===== src/rtl/sao_lcu_sched.sv =====
// sao_lcu_sched: LCU-level scheduler that streams one 128x128 frame through the SAO engine.
//
// Walks LCUs in raster order. For each LCU it loads the SAO parameters from an internal
// table, then reads the LCU's pixels from the frame buffer in raster order and forwards them
// to the engine. A one-entry skid register absorbs the beat in flight when the engine stalls.
// After the last LCU it waits for the engine's finish flag and then pulses done.
//
// Ports:
//   clk, reset            clock, asynchronous active-low reset
//   start                 one-cycle frame start (ignored while sched_busy)
//   cfg_lcu_size          0=16x16, 1=32x32, 2/3=64x64, sampled on start
//   prm_we/addr/wdata     parameter table write port, honoured only while idle
//   pix_addr/re/rdata     frame buffer read port, rdata valid one cycle after re
//   in_en, din            pixel stream to the engine
//   sao_*                 parameters of the current LCU
//   lcu_x, lcu_y          current LCU coordinates
//   lcu_size              latched cfg_lcu_size
//   busy, finish          engine back-pressure and frame-complete flag
//   sched_busy, done      frame in progress, one-cycle frame-end pulse
//
// Optional feature: define SAO_SCHED_PERF_EN to add stall_cnt[15:0], a saturating count of
// STREAM/GAP cycles with busy=1, cleared on an accepted start.

module sao_lcu_sched #(
    parameter int unsigned FRAME_W   = 128,
    parameter int unsigned NUM_PARAM = 64
) (
    input  logic        clk,
    input  logic        reset,
    input  logic        start,
    input  logic [1:0]  cfg_lcu_size,
    input  logic        prm_we,
    input  logic [5:0]  prm_addr,
    input  logic [23:0] prm_wdata,
    output logic [13:0] pix_addr,
    output logic        pix_re,
    input  logic [7:0]  pix_rdata,
    output logic        in_en,
    output logic [7:0]  din,
    output logic [1:0]  sao_type,
    output logic [4:0]  sao_band_pos,
    output logic        sao_eo_class,
    output logic [15:0] sao_offset,
    output logic [2:0]  lcu_x,
    output logic [2:0]  lcu_y,
    output logic [1:0]  lcu_size,
    input  logic        busy,
    input  logic        finish,
    output logic        sched_busy,
    output logic        done
`ifdef SAO_SCHED_PERF_EN
    ,
    output logic [15:0] stall_cnt
`endif
);

    localparam int unsigned CoordW = $clog2(FRAME_W);

    typedef enum logic [2:0] {StIdle, StLoad, StStream, StGap, StWaitFin} state_e;

    state_e      state_q, state_d;
    logic [1:0]  size_q, size_d;
    logic [2:0]  lx_q, lx_d, ly_q, ly_d;
    logic [5:0]  px_q, px_d, py_q, py_d;
    logic [23:0] prm_q, prm_d;
    logic        rd_pend_q, rd_pend_d;
    logic        skid_full_q, skid_full_d;
    logic [7:0]  skid_q, skid_d;
    logic        done_q, done_d;
    logic [23:0] tbl_q [NUM_PARAM];

    // Geometry derived from the latched LCU size
    logic [5:0]        s_m1;
    logic [2:0]        n_m1;
    logic [2:0]        lg_s;
    logic [5:0]        prm_idx;
    logic [CoordW-1:0] row, col;

    always_comb begin
        unique case (size_q)
            2'd0: begin s_m1 = 6'd15; n_m1 = 3'd7; lg_s = 3'd4; end
            2'd1: begin s_m1 = 6'd31; n_m1 = 3'd3; lg_s = 3'd5; end
            default: begin s_m1 = 6'd63; n_m1 = 3'd1; lg_s = 3'd6; end
        endcase
    end

    // Table index lcu_y*NLCU + lcu_x, with NLCU a power of two
    always_comb begin
        unique case (size_q)
            2'd0:    prm_idx = {ly_q, lx_q};
            2'd1:    prm_idx = {2'b00, ly_q[1:0], lx_q[1:0]};
            default: prm_idx = {4'b0000, ly_q[0], lx_q[0]};
        endcase
    end

    assign row = ({4'b0000, ly_q} << lg_s) + {1'b0, py_q};
    assign col = ({4'b0000, lx_q} << lg_s) + {1'b0, px_q};

    logic issue, last_pix, last_lcu;
    logic deliver_rd, deliver_skid, to_skid, drained;

    // A read issues only when the return path is guaranteed a free slot
    assign issue        = (state_q == StStream) && !busy && !skid_full_q;
    assign last_pix     = (px_q == s_m1) && (py_q == s_m1);
    assign last_lcu     = (lx_q == n_m1) && (ly_q == n_m1);
    assign deliver_rd   = rd_pend_q && !busy;
    assign to_skid      = rd_pend_q && busy;
    assign deliver_skid = skid_full_q && !busy;
    assign drained      = !rd_pend_q && !skid_full_q && !busy;

    always_comb begin
        state_d     = state_q;
        size_d      = size_q;
        lx_d        = lx_q;
        ly_d        = ly_q;
        px_d        = px_q;
        py_d        = py_q;
        prm_d       = prm_q;
        rd_pend_d   = issue;
        skid_full_d = skid_full_q;
        skid_d      = skid_q;
        done_d      = 1'b0;

        if (to_skid) begin
            skid_full_d = 1'b1;
            skid_d      = pix_rdata;
        end else if (deliver_skid) begin
            skid_full_d = 1'b0;
        end

        unique case (state_q)
            StIdle: begin
                if (start) begin
                    size_d  = cfg_lcu_size;
                    lx_d    = 3'd0;
                    ly_d    = 3'd0;
                    state_d = StLoad;
                end
            end
            StLoad: begin
                prm_d   = tbl_q[prm_idx];
                px_d    = 6'd0;
                py_d    = 6'd0;
                state_d = StStream;
            end
            StStream: begin
                if (issue) begin
                    if (px_q == s_m1) begin
                        px_d = 6'd0;
                        py_d = py_q + 6'd1;
                    end else begin
                        px_d = px_q + 6'd1;
                    end
                    if (last_pix) begin
                        state_d = StGap;
                    end
                end
            end
            StGap: begin
                // The qualifying cycle itself has in_en=0, which provides the idle gap
                if (drained) begin
                    if (last_lcu) begin
                        state_d = StWaitFin;
                    end else begin
                        if (lx_q == n_m1) begin
                            lx_d = 3'd0;
                            ly_d = ly_q + 3'd1;
                        end else begin
                            lx_d = lx_q + 3'd1;
                        end
                        state_d = StLoad;
                    end
                end
            end
            StWaitFin: begin
                if (finish) begin
                    done_d  = 1'b1;
                    state_d = StIdle;
                end
            end
            default: state_d = StIdle;
        endcase
    end

    always_ff @(posedge clk or negedge reset) begin
        if (!reset) begin
            state_q     <= StIdle;
            size_q      <= 2'd0;
            lx_q        <= 3'd0;
            ly_q        <= 3'd0;
            px_q        <= 6'd0;
            py_q        <= 6'd0;
            prm_q       <= 24'd0;
            rd_pend_q   <= 1'b0;
            skid_full_q <= 1'b0;
            skid_q      <= 8'd0;
            done_q      <= 1'b0;
        end else begin
            state_q     <= state_d;
            size_q      <= size_d;
            lx_q        <= lx_d;
            ly_q        <= ly_d;
            px_q        <= px_d;
            py_q        <= py_d;
            prm_q       <= prm_d;
            rd_pend_q   <= rd_pend_d;
            skid_full_q <= skid_full_d;
            skid_q      <= skid_d;
            done_q      <= done_d;
        end
    end

    // Parameter table; cleared by reset, writable only while idle
    always_ff @(posedge clk or negedge reset) begin
        if (!reset) begin
            for (int i = 0; i < NUM_PARAM; i++) begin
                tbl_q[i] <= 24'd0;
            end
        end else if ((state_q == StIdle) && prm_we) begin
            tbl_q[prm_addr] <= prm_wdata;
        end
    end

`ifdef SAO_SCHED_PERF_EN
    logic [15:0] stall_q;

    always_ff @(posedge clk or negedge reset) begin
        if (!reset) begin
            stall_q <= 16'd0;
        end else if ((state_q == StIdle) && start) begin
            stall_q <= 16'd0;
        end else if (((state_q == StStream) || (state_q == StGap)) && busy &&
                     (stall_q != 16'hFFFF)) begin
            stall_q <= stall_q + 16'd1;
        end
    end

    assign stall_cnt = stall_q;
`endif

    assign pix_addr     = {row, col};
    assign pix_re       = issue;
    assign in_en        = deliver_rd || deliver_skid;
    assign din          = deliver_skid ? skid_q : (deliver_rd ? pix_rdata : 8'd0);
    assign sao_type     = prm_q[23:22];
    assign sao_band_pos = prm_q[21:17];
    assign sao_eo_class = prm_q[16];
    assign sao_offset   = prm_q[15:0];
    assign lcu_x        = lx_q;
    assign lcu_y        = ly_q;
    assign lcu_size     = size_q;
    assign sched_busy   = (state_q != StIdle);
    assign done         = done_q;

endmodule


===== config.mk =====
export PLATFORM = sky130hd
export DESIGN_NAME = sao_lcu_sched
export DESIGN_NICKNAME = d
export VERILOG_FILES = /design/src/rtl/sao_lcu_sched.sv
export SDC_FILE = /design/constraint.sdc
export NUM_CORES = 2
export LEC_CHECK = 0
export CORE_ASPECT_RATIO = 1.25
export CORE_MARGIN = 1.5
export CORE_UTILIZATION = 50
export CTS_CLUSTER_DIAMETER = 100
export DETAILED_ROUTE_END_ITERATION = 12
export PLACE_DENSITY = 0.66
export SYNTH_ARGS = -nofsm -noshare
export SYNTH_HDL_FRONTEND = slang
export SYNTH_SLANG_ARGS = --single-unit

===== constraint.sdc =====
create_clock -name clk -period 3.5 [get_ports clk]
set_input_delay 0.525 -clock clk [delete_from_list [all_inputs] [get_ports clk]]
set_output_delay 0.525 -clock clk [all_outputs]
set_load 0.02 [all_outputs]

# Word-level counts from Yosys, hierarchy flattened

Cells that the tools add are included.
W data, S select, Z words.

Logic and storage cells: 170
Bits in registers: 1594

Magnitude comparators: 3
Equal/unequal tests: 17
Muxes and demuxes: 38
Shift operators: 2
Bitwise logic cells: 2
Reduce and logical (&&, ||, !) cells: 27
Add/subtract/negate cells: 6

Operator list:

| operator              | number |
|---|---|
| $bwmux W1536          | 1 |
| $bmux W24 S6          | 1 |
| $demux W24 S6         | 1 |
| $mux W24              | 3 |
| $pmux W6 S2           | 4 |
| $mux W3               | 13 |
| $mux W6               | 4 |
| $pmux W3 S2           | 3 |
| $mux W8               | 2 |
| $pmux W3 S5           | 1 |
| $add A7 B6 Y7         | 2 |
| $ge A7 B7 Y1 const B  | 2 |
| $ne A2 B2 Y1 const B  | 7 |
| $not A6 Y7            | 2 |
| $shl A3 B3 Y7         | 2 |
| $add A6 B1 Y6 const B | 2 |
| $eq A6 B6 Y1          | 2 |
| $logic_and A1 B1 Y1   | 11 |
| $reduce_and A5 Y1     | 2 |
| $lt A7 B1 Y1 const B  | 1 |
| $add A3 B1 Y3 const B | 2 |
| $eq A3 B2 Y1 const B  | 2 |
| $eq A3 B3 Y1          | 2 |
| $reduce_bool A2 Y1    | 3 |
| 14 further kinds      | 20 |

# Logic depth before layout (Yosys ltp)

Depth in word-level cells: 7
Mapped depth: 11

# Least setup slack after synthesis

No wires, ideal clock.

Kind: register to output
From: register lx_q[0], in the netlist lcu_x[0]
To: output pix_addr[6]
Slack: -0.046 ns
Arrival time: 3.021 ns
Cell stages (with the launch flop): 11
Path through: dfrtp_1 clkbuf_1 buf_2 buf_2 buf_2 buf_2 buf_2 mux2i_1 or2_2 fa_1 xnor2_1

Word-level cells in the longest chain between the ends: 2

Ends and longest elaborated chain:

| item                     | line | RTL |
|---|---|---|
| start: declaration       | 63   | `logic [2:0] lx_q, lx_d, ly_q, ly_d;` |
| start signal: assignment | 201  | `lx_q <= lx_d;` |
| $shl A3 B3 Y7            | 97   | `assign col = ({4'b0000, lx_q} << lg_s) + {1'b0, px_q};` |
| $add A7 B6 Y7            | 97   |  |
| end: declaration         | 35   | `output logic [13:0] pix_addr,` |

Every way passes these cells.

# Final worst setup path

From: register size_q[0], in the netlist lcu_size[0]
To: output pix_addr[13]

Word-level cells in the longest chain between the ends: 4

Ends and longest elaborated chain:

| item                                                    | line | RTL |
|---|---|---|
| start: declaration                                      | 62   | `logic [1:0] size_q, size_d;` |
| start signal: assignment                                | 200  | `size_q <= size_d;` |
| $eq A2 B1 Y1 / $logic_not A2 Y1 (equally long branches) | 80   | `unique case (size_q)` |
| $pmux W2 S2 (*)                                         | 80   |  |
| $shl A3 B3 Y7 (*)                                       | 96   | `assign row = ({4'b0000, ly_q} << lg_s) + {1'b0, py_q};` |
| $add A7 B6 Y7 (*)                                       | 96   |  |

Every way passes the cells marked *; elsewhere a longest branch is shown, timed or not.

==> reports/summary.txt <==
status - finished, final reports clean
Crit. End Element - primary output
Reg2Reg Capture Point - prm_q[0]$_DFFE_PN0P_
Final min period - 3430 ps
Iter 0 DRT Violations - 2714
Fill cells - 11500
worst setup slack after layout - 74.5 ps
Buffers on Ports - 103
worst-margin pin slew - 1260 ps
Cell Rows - 156
first-pass GRT wire length - 295 mm
Vias - 43100
DR WL/cell - 27.5 um
antenna viol nets, final - 0
pin count of the biggest net entering global routing - 124
CTS tree - done
Design Area, Final - 82400 um^2
Max VDD drop - 514 uV
sequential-to-total area share from yosys stat - 54.6%
Root Driver - clkbuf_16
initial core utilization - 50.5%
Post-Place Worst Slack - 345 ps
synth warn - 0
core box area - 145000 um^2
RSZ-0062 raised after global routing - false
register bit total from synthesis - 1594
largest area contributor in the netlist - dfrtp_1
die area - 148000 um^2
GRT overflow - 0
Skew-Pair Late Insertion Delay - 800 ps
initial antenna violation count - 7
die height - 430 um
Num CTS Buffers - 161
Maximum Capacitance Violations - 0
CTS Buffer Depth - 3
IO Count - 104
Final Wtd Congestion - 0.798
Hold Crit Class - input pin to asynchronous set/reset pin
Max Clk Rate - 0.292 GHz
area delta synth->final - 12.8%
fraction of layout cells with a size suffix above 1 - 47.8%
Avg Cell Area, Syn - 14.7 um^2
count of pins over their slew limit - 0
number of flops mapped to enable cells by yosys - 0
clock tree sinks - 1594
final setup fails - 0
Pre-Repair DR Iteration Count - 5
Area after DPL - 77100 um^2
fin util - 56.9%
CP max FO - 14
reg2reg setup slack - 310 ps
Syn Nets - 5031
predominant post-synthesis flop cell - dfrtp_1
vias in the first global route - 45300
CP arrival - 2900 ps
Cells after Synth - 4977
Nets - 5050
number of vias per cell - 6.14
clk_skew - 25.0 ps
Overall Power - 53.7 mW
PD cells - 652 nW/um^2
Slew headroom - 16.0%
final setup TNS - 0 ps
post-synth cell types - 59
gr usage total - 26.5%
Reg-to-Reg Start - lcu_size[1]$_DFFE_PN0P_
DRC violations left - 0
H-tree lvl count - 4
P_leak - 38.2 nW
die width - 345 um
top cells by area, synth - dfrtp_1, mux2_2, mux4_2
Required @ worst endpoint - 2970 ps
critical path class - flop to primary output
post-synthesis cell area - 73100 um^2
Total Wirelength - 193 mm
fin crit share - 97.9%
Final Hold Vio Count - 0
Worst-path clk slew - 60 ps
dpl hpwl - 118 mm
area share of the largest cell type after synthesis - 54.6%
Reg2Reg Depth - 8
crit path launch type - flop
asr flop ratio synth - 100%
stage by stage:
step                cells  hold WS, ps
floorplan            4977          229
global route         7015          342
finish               7016          324
detailed placement   6728          487
global placement     6728          481
CTS                  7014          313
report_power, final:
part,switching (mW),internal (mW)
logic,7.00,6.42
clock network,7.34,10.1
registers,1.66,21.2
total,16.0,37.7
worst max-delay path by stage:
stage | start | end | slack [ps] | depth (start not counted)
floorplan | lcu_x[0]$_DFFE_PN0P_ | pix_addr[6] | 40 | 10
global placement | lcu_size[1]$_DFFE_PN0P_ | prm_q[0]$_DFFE_PN0P_ | 380 | 8
detailed placement | lcu_size[1]$_DFFE_PN0P_ | prm_q[0]$_DFFE_PN0P_ | 350 | 8
CTS | lcu_size[0]$_DFFE_PN0P_ | pix_addr[13] | 30 | 6
global route | lcu_size[1]$_DFFE_PN0P_ | pix_addr[13] | 4 | 7
finish | lcu_size[0]$_DFFE_PN0P_ | pix_addr[13] | 70 | 6
routing by layer:
| metal | track usage, % | wire length, um |
|---|---|---|
| met4 | 8.30 | 5660 |
| met5 | 0 | 60 |
| met2 | 44.3 | 96500 |
| met1 | 36.0 | 82100 |
| met3 | 3.65 | 8460 |
worst max-delay path, cell delays in order, from the launching register on:
cell	delay, ps
dfrtp_2	480
buf_4	210
nand2b_1	170
a21o_1	200
fa_1	370
xor2_1	290
dlygate4sd2_1	380
area by class of cell:
cell class                      count  area (um^2)  share of cell area [%]
Inverter                           12         45.0                  0.0546
Timing Repair Buffer              339         3600                    4.37
Clock buffer                      237         4760                    5.77
Antenna cell                        2         5.00                 0.00607
Multi-Input combinational cell   2888        31200                    37.8
Clock inverter                     48          573                   0.695
Sequential cell                  1594        39900                    48.4
Tap cell                         1896         2370                    2.88
Yosys cell counts, drive strengths merged (9+ instances only):
cell type	instances
nand3	50
clkbuf	252
a21oi	59
mux2i	128
o21ai	31
a311oi	21
dfrtp	1594
nand2b	23
nor2b	13
inv	12
mux4	328
nor3	31
nand4	9
nand2	295
and3	32
mux2	1549
nor2	86
o211ai	48
nand3b	13
a22oi	68
a31oi	13
buf	231
cell families after synthesis:
| family | count (synthesis) | share of synthesized area (%) |
|---|---|---|
| compound gates | 287 | 2.70 |
| xor+xnor | 11 | 0.132 |
| fa+ha+maj | 8 | 0.158 |
| buf+inv | 495 | 3.08 |
| flops | 1594 | 54.6 |
| mux | 2005 | 35.8 |
| simple gates | 577 | 3.58 |
state kept, by name, indices dropped and copies added (netlist names):
signal,cells
tbl_q,1536
prm_q,24
skid_q,8
px_q,6
py_q,6
lcu_x,3
lcu_y,3
state_q,3
lcu_size,2
done,1
rd_pend_q,1
skid_full_q,1
placed cells by master (no fill, tap or decap), types with 56 or more instances in the layout:
master | Yosys | layout
mux2i_1 | 126 | 126
mux2_2 | 1549 | 1548
nand2_1 | 295 | 295
buf_4 | 39 | 162
clkbuf_16 | 0 | 163
a21oi_1 | 58 | 56
mux4_2 | 328 | 328
clkdlybuf4s50_1 | 0 | 74
a22oi_1 | 68 | 68
buf_12 | 0 | 72
dfrtp_1 | 1594 | 1591
what timing repair did:
action,CTS,global route
endpoints found under the setup margin,4,1
hold endpoints to repair,64,0
gates resized for setup,7,1
pin swaps,0,0
hold buffers,1,0
setup buffers,0,0
No activity file was read; power rests on OpenSTA's default activity.
